`config.mk`:
```
export PLATFORM = sky130hd
export DESIGN_NAME = pipe_hazard_ctrl
export DESIGN_NICKNAME = d
export VERILOG_FILES = /design/src/rtl/pipe_pkg.sv /design/src/rtl/sat_counter.sv /design/src/rtl/pipe_hazard_ctrl.sv
export SDC_FILE = /design/constraint.sdc
export NUM_CORES = 1
export LEC_CHECK = 0
export CAP_MARGIN = 20
export CORE_UTILIZATION = 46
export CTS_CLUSTER_DIAMETER = 40
export DETAILED_ROUTE_END_ITERATION = 8
export PLACE_DENSITY = 0.74
export SKIP_CTS_REPAIR_TIMING = 1
export SYNTH_ARGS = -nofsm -noshare
export SYNTH_HDL_FRONTEND = slang
export SYNTH_SLANG_ARGS = --single-unit
```
`constraint.sdc`:
```
create_clock -name i_clk -period 3.2 [get_ports i_clk]
set_input_delay 0.64 -clock i_clk [delete_from_list [all_inputs] [get_ports i_clk]]
set_output_delay 0.64 -clock i_clk [all_outputs]
set_load 0.05 [all_outputs]
```
`src/rtl/pipe_pkg.sv`:
```
// Shared types, forwarding-select encodings and helpers for the pipeline hazard controller.
package pipe_pkg;

  localparam int REG_AW_DEF = 5;

  localparam logic [1:0] FWD_RF    = 2'b00;
  localparam logic [1:0] FWD_EXMEM = 2'b10;
  localparam logic [1:0] FWD_MEMWB = 2'b01;

  typedef struct packed {
    logic                  valid;
    logic [REG_AW_DEF-1:0] rd;
    logic [REG_AW_DEF-1:0] rs1;
    logic [REG_AW_DEF-1:0] rs2;
    logic                  regwrite;
    logic                  memread;
  } slot_t;

  // MEM and WB only ever act as producers, so they keep just the write port.
  typedef struct packed {
    logic                  valid;
    logic [REG_AW_DEF-1:0] rd;
    logic                  regwrite;
  } wr_t;

  localparam slot_t SLOT_BUBBLE = '0;
  localparam wr_t   WR_BUBBLE   = '0;

  function automatic logic [1:0] fwd_sel(input logic mem_hit, input logic wb_hit);
    if (mem_hit) return FWD_EXMEM;
    if (wb_hit)  return FWD_MEMWB;
    return FWD_RF;
  endfunction

endpackage

```
`src/rtl/sat_counter.sv`:
```
// Event counter with synchronous clear; sticks at all-ones instead of wrapping.
module sat_counter #(
  parameter int CNT_W = 16
) (
  input  logic             i_clk,
  input  logic             i_clr,
  input  logic             i_inc,
  output logic [CNT_W-1:0] o_cnt
);

  logic [CNT_W-1:0] r_cnt;

  always_ff @(posedge i_clk) begin
    if (i_clr) begin
      r_cnt <= '0;
    end else if (i_inc && (r_cnt != '1)) begin
      r_cnt <= r_cnt + CNT_W'(1);
    end
  end

  assign o_cnt = r_cnt;

endmodule

```
`src/rtl/pipe_hazard_ctrl.sv`:
```
// Hazard/forwarding controller for a 5-stage pipeline: shadow scoreboard of EX/MEM/WB producers,
// PC/IF-ID enables, flushes, EX forwarding selects, ID write-back bypass and event counters.
module pipe_hazard_ctrl
  import pipe_pkg::*;
#(
  parameter int REG_AW = REG_AW_DEF,
  parameter bit FWD_EN = 1'b1,
  parameter int CNT_W  = 16
) (
  input  logic              i_clk,
  input  logic              i_reset,
  input  logic              i_id_valid,
  input  logic [REG_AW-1:0] i_id_rs1,
  input  logic [REG_AW-1:0] i_id_rs2,
  input  logic              i_id_use_rs1,
  input  logic              i_id_use_rs2,
  input  logic [REG_AW-1:0] i_id_rd,
  input  logic              i_id_regwrite,
  input  logic              i_id_memread,
  input  logic              i_ex_branch_taken,
  output logic              o_pc_en,
  output logic              o_ifid_en,
  output logic              o_ifid_flush,
  output logic              o_idex_flush,
  output logic [1:0]        o_fwd_a,
  output logic [1:0]        o_fwd_b,
  output logic              o_id_byp_a,
  output logic              o_id_byp_b,
  output logic [CNT_W-1:0]  o_stall_cnt,
  output logic [CNT_W-1:0]  o_flush_cnt
);

  // Addresses are held at the package width; REG_AW must not exceed REG_AW_DEF.
  typedef logic [REG_AW_DEF-1:0] addr_t;

  function automatic logic hit(input logic wr, input addr_t rd, input addr_t src);
    return wr && (rd == src);
  endfunction

  slot_t r_ex;
  wr_t   r_mem;
  wr_t   r_wb;

  slot_t w_id_slot;
  addr_t w_src1;
  addr_t w_src2;
  logic  w_ex_wr;
  logic  w_mem_wr;
  logic  w_wb_wr;
  logic  w_id_ex_hit;
  logic  w_id_mem_hit;
  logic  w_hazard;
  logic  w_stall;
  logic  w_flush;

  // Unread sources collapse to x0, which can never match an effective write.
  assign w_src1 = i_id_use_rs1 ? addr_t'(i_id_rs1) : '0;
  assign w_src2 = i_id_use_rs2 ? addr_t'(i_id_rs2) : '0;

  assign w_id_slot = '{valid:    i_id_valid,
                       rd:       addr_t'(i_id_rd),
                       rs1:      w_src1,
                       rs2:      w_src2,
                       regwrite: i_id_regwrite,
                       memread:  i_id_memread};

  assign w_ex_wr  = r_ex.valid  & r_ex.regwrite  & (r_ex.rd  != '0);
  assign w_mem_wr = r_mem.valid & r_mem.regwrite & (r_mem.rd != '0);
  assign w_wb_wr  = r_wb.valid  & r_wb.regwrite  & (r_wb.rd  != '0);

  assign w_id_ex_hit  = hit(w_ex_wr, r_ex.rd, w_src1)   | hit(w_ex_wr, r_ex.rd, w_src2);
  assign w_id_mem_hit = hit(w_mem_wr, r_mem.rd, w_src1) | hit(w_mem_wr, r_mem.rd, w_src2);

  assign w_hazard = FWD_EN ? (w_id_ex_hit & r_ex.memread) : (w_id_ex_hit | w_id_mem_hit);
  assign w_flush  = ~i_reset & i_ex_branch_taken;
  assign w_stall  = ~i_reset & ~i_ex_branch_taken & i_id_valid & w_hazard;

  // A taken branch outranks a stall: the ID instruction is squashed anyway.
  always_comb begin
    o_pc_en      = 1'b1;
    o_ifid_en    = 1'b1;
    o_ifid_flush = 1'b0;
    o_idex_flush = 1'b0;
    if (i_reset) begin
      o_pc_en      = 1'b0;
      o_ifid_en    = 1'b0;
      o_ifid_flush = 1'b1;
      o_idex_flush = 1'b1;
    end else if (w_flush) begin
      o_ifid_flush = 1'b1;
      o_idex_flush = 1'b1;
    end else if (w_stall) begin
      o_pc_en      = 1'b0;
      o_ifid_en    = 1'b0;
      o_idex_flush = 1'b1;
    end
  end

  assign o_fwd_a = (FWD_EN && !i_reset)
                 ? fwd_sel(hit(w_mem_wr, r_mem.rd, r_ex.rs1), hit(w_wb_wr, r_wb.rd, r_ex.rs1))
                 : FWD_RF;
  assign o_fwd_b = (FWD_EN && !i_reset)
                 ? fwd_sel(hit(w_mem_wr, r_mem.rd, r_ex.rs2), hit(w_wb_wr, r_wb.rd, r_ex.rs2))
                 : FWD_RF;

  assign o_id_byp_a = ~i_reset & hit(w_wb_wr, r_wb.rd, w_src1);
  assign o_id_byp_b = ~i_reset & hit(w_wb_wr, r_wb.rd, w_src2);

  always_ff @(posedge i_clk) begin
    if (i_reset) begin
      r_ex  <= SLOT_BUBBLE;
      r_mem <= WR_BUBBLE;
      r_wb  <= WR_BUBBLE;
    end else begin
      r_ex  <= o_idex_flush ? SLOT_BUBBLE : w_id_slot;
      r_mem <= '{valid: r_ex.valid, rd: r_ex.rd, regwrite: r_ex.regwrite};
      r_wb  <= r_mem;
    end
  end

  sat_counter #(.CNT_W(CNT_W)) u_stall_cnt (
    .i_clk (i_clk),
    .i_clr (i_reset),
    .i_inc (w_stall),
    .o_cnt (o_stall_cnt)
  );

  sat_counter #(.CNT_W(CNT_W)) u_flush_cnt (
    .i_clk (i_clk),
    .i_clr (i_reset),
    .i_inc (w_flush),
    .o_cnt (o_flush_cnt)
  );

endmodule

```
==> impl_results.md <==
* Final Setup Violations at 0
* Rel. slew slack at 62.7%
* Core footprint at 0.00676 sq mm
* Synthesized area per cell at 8.62 sq um
* Gate power share at 9.6%
* Num CTS Buffers at 9
* CTS Root Buffer Type: clkbuf_8
* Worst EP required at 2.56 ns
* Min-Delay Endpoint: r_wb[0]$_SDFF_PP0_
* Min Tclk post-route at 3.14 ns
* Synth Cell Area at 0.00322 sq mm
* Clock Skews at 0.00776 ns
* CP Capture Type: primary output
* Peak supply drop at 225 uV
* Commonest non-fill, non-tap cell in the layout: dfxtp_1
* Routed vias at 2957
* Vias per cell at 5.63
* GPL Wtd Cong at 0.852
* Ant. Diodes at 0
* EDFF count, synth at 0
* Power per cell area at 395 mW/mm^2
* Hpwl dp at 5430 um
* Clk network pwr share at 41.1%
* Critical R2R Launch: r_ex[12]$_SDFF_PP0_
* Clock Sink Count at 64
* Crit path DAT at 2.50 ns
* CTS clk-pin slew, worst paths at 0.07 ns
* Die area at 0.00733 sq mm
* Netlist cell types at 48
* H-tree Lvls at 3
* Gr ovfl total at 0
* Syn_nets at 398
* Worst r2r dst: u_stall_cnt.o_cnt[15]$_SDFFE_PP0P_
* Residual DRC at 0
* Initial antenna violation count at 0
* Final hold violations at 0
* Final setup TNS at 0 ns
* TritonCTS clock tree: yes
* First-pass GRT wire length at 12400 um
* Layout Cells excl Fill at 525
* Die Wd at 85.6 um
* Initial core utilization at 47.6%
* Asr flop ratio synth at 0%
* Final net count at 465
* Synth warn at 0
* Placed Cells at 509
* Initial DRC Count at 150
* Commonest non-fill, non-tap cells in the layout: dfxtp_1, clkdlybuf4s50_1, nor2_1
* Fmax at 319 MHz
* Largest area contributor in the netlist: dfxtp_1
* Leakage power at 0.00154 uW
* Skew-Pair Late Insertion Delay at 0.34 ns
* Finished Core Util at 62.9%
* Share of cells above drive strength 1 at 11.0%
* Layout overhead on the synthesized area at 32.1%
* Gate Count Post-Synth at 373
* Sw frac at 24.6%
* Pint at 1270 uW
* GRT Util Overall at 21.3%
* Main flop type after synthesis: dfxtp_1
* Detailed Routing Iterations Pass 1 at 5
* RSZ-0062 raised after global routing: yes
* Slew Limit Fails at 0
* Row Count at 30
* Dpl ws at -0.164 ns
* IO Count at 65
* Vias in the first global route at 2672
* Hold path depth at 1
* Main area contributors after synthesis: dfxtp_1, xnor2_1, xor2_1
* Per-cell routed wire length at 14.2 um
* Crit start category: input port
* Sequential-to-total area share from yosys stat at 39.8%
* Final worst path period share at 98.1%
* Clock tree buffer depth at 2
* Yosys top cell area share at 39.8%
* Min-delay worst type: register to register
* Worst Slack Setup Final at 0.0613 ns
* Maxcap violations at 0
* Switch Pwr at 412 uW
* Min-delay src: r_mem[0]$_SDFF_PP0_
* Final wirelength at 7440 um
* Crit-path max FO at 3
* Outcome: completed
* Seq cells post-synth at 64
* Measured slew at the worst slew-check pin at 0.558 ns
* Routed Antenna Nets at 0
* FF-to-FF setup slack at 0.66 ns
* Seq pwr share at 49.3%
* Buffers on Ports at 64
* Die Ht at 85.6 um
* Critical path type: input port to primary output
* Reg2reg path depth at 6
* Largest net degree at the start of global routing at 29
==> critical path, stage by stage <==
cell and delay (ns):
clkdlybuf4s50_1 0.48, nand2_1 0.12, a2111o_1 0.41, or3_1 0.42, o22ai_4 0.16, nor2_2 0.07, buf_4 0.20
==> metrics by stage <==
step                      hold slack (ns)  total power, uW  instance area, sq um
after floorplan                     0.438              933                  3260
after global placement              0.460             1000                  4030
after detailed placement            0.462             1000                  4030
after CTS                           0.475             1690                  4230
after global routing                0.480             1750                  4250
final                               0.474             1680                  4250
==> layer usage <==
metal / vias to the layer above / routed length, um / track usage (%)
met3: 9 / 407 / 4.62
met2: 84 / 3480 / 33.5
met1: 1379 / 3440 / 28.0
li1: 1485 / - / -
met4: 0 / 112 / 10.2
met5: - / 0 / 0
==> cell families after synthesis <==
logic type,share of synthesized area [%]
compound gates,14.4
flops,39.8
fa+ha+maj,0.778
simple gates,29.6
xor+xnor,11.4
buf+inv,4.01
==> final cells by class <==
class	count	area [sq um]
Clock inverter	5	56.3
Clock buffer	11	141
Inverter	9	36.3
Timing Repair Buffer	76	771
Multi-Input combinational cell	280	1860
Tap cell	80	100
Sequential cell	64	1280
Fill cell	601	2510
==> power groups by stage <==
stage,sequential (uW),clock [uW],combinational [uW]
after detailed placement,846,0,159
final,828,689,161
after global placement,845,0,156
after floorplan,847,0,85.6
after global routing,830,745,174
after CTS,828,708,159
==> cells in the mapped netlist (9+ instances only) <==
master and number:
o31ai_1 11, xnor2_1 23, inv_1 9, a21oi_1 19, xor2_1 19, and3_1 15, or4_1 12, nand4_1 9
o21ai_0 9, dfxtp_1 64, nand2_1 19, clkbuf_1 16, nor2b_1 18, nand3_1 18, and2_1 9, nor2_1 30
==> sequential cells by signal, summed over array words and instances, names as in the netlist <==
| signal | count |
|---|---|
| r_mem | 7 |
| r_wb | 7 |
| u_flush_cnt.o_cnt | 16 |
| r_ex | 18 |
| u_stall_cnt.o_cnt | 16 |
==> worst max-delay path by stage <==
stage	start	to	slack, ns
finish	i_id_valid	o_pc_en	0.06
global route	i_id_rs2[2]	o_idex_flush	-0.02
CTS	i_ex_branch_taken	o_idex_flush	-0.17
detailed placement	i_ex_branch_taken	o_idex_flush	-0.16
global placement	i_ex_branch_taken	o_idex_flush	-0.06
floorplan	i_reset	o_idex_flush	0.008
Note: power is estimated with default switching activity, not from simulation.
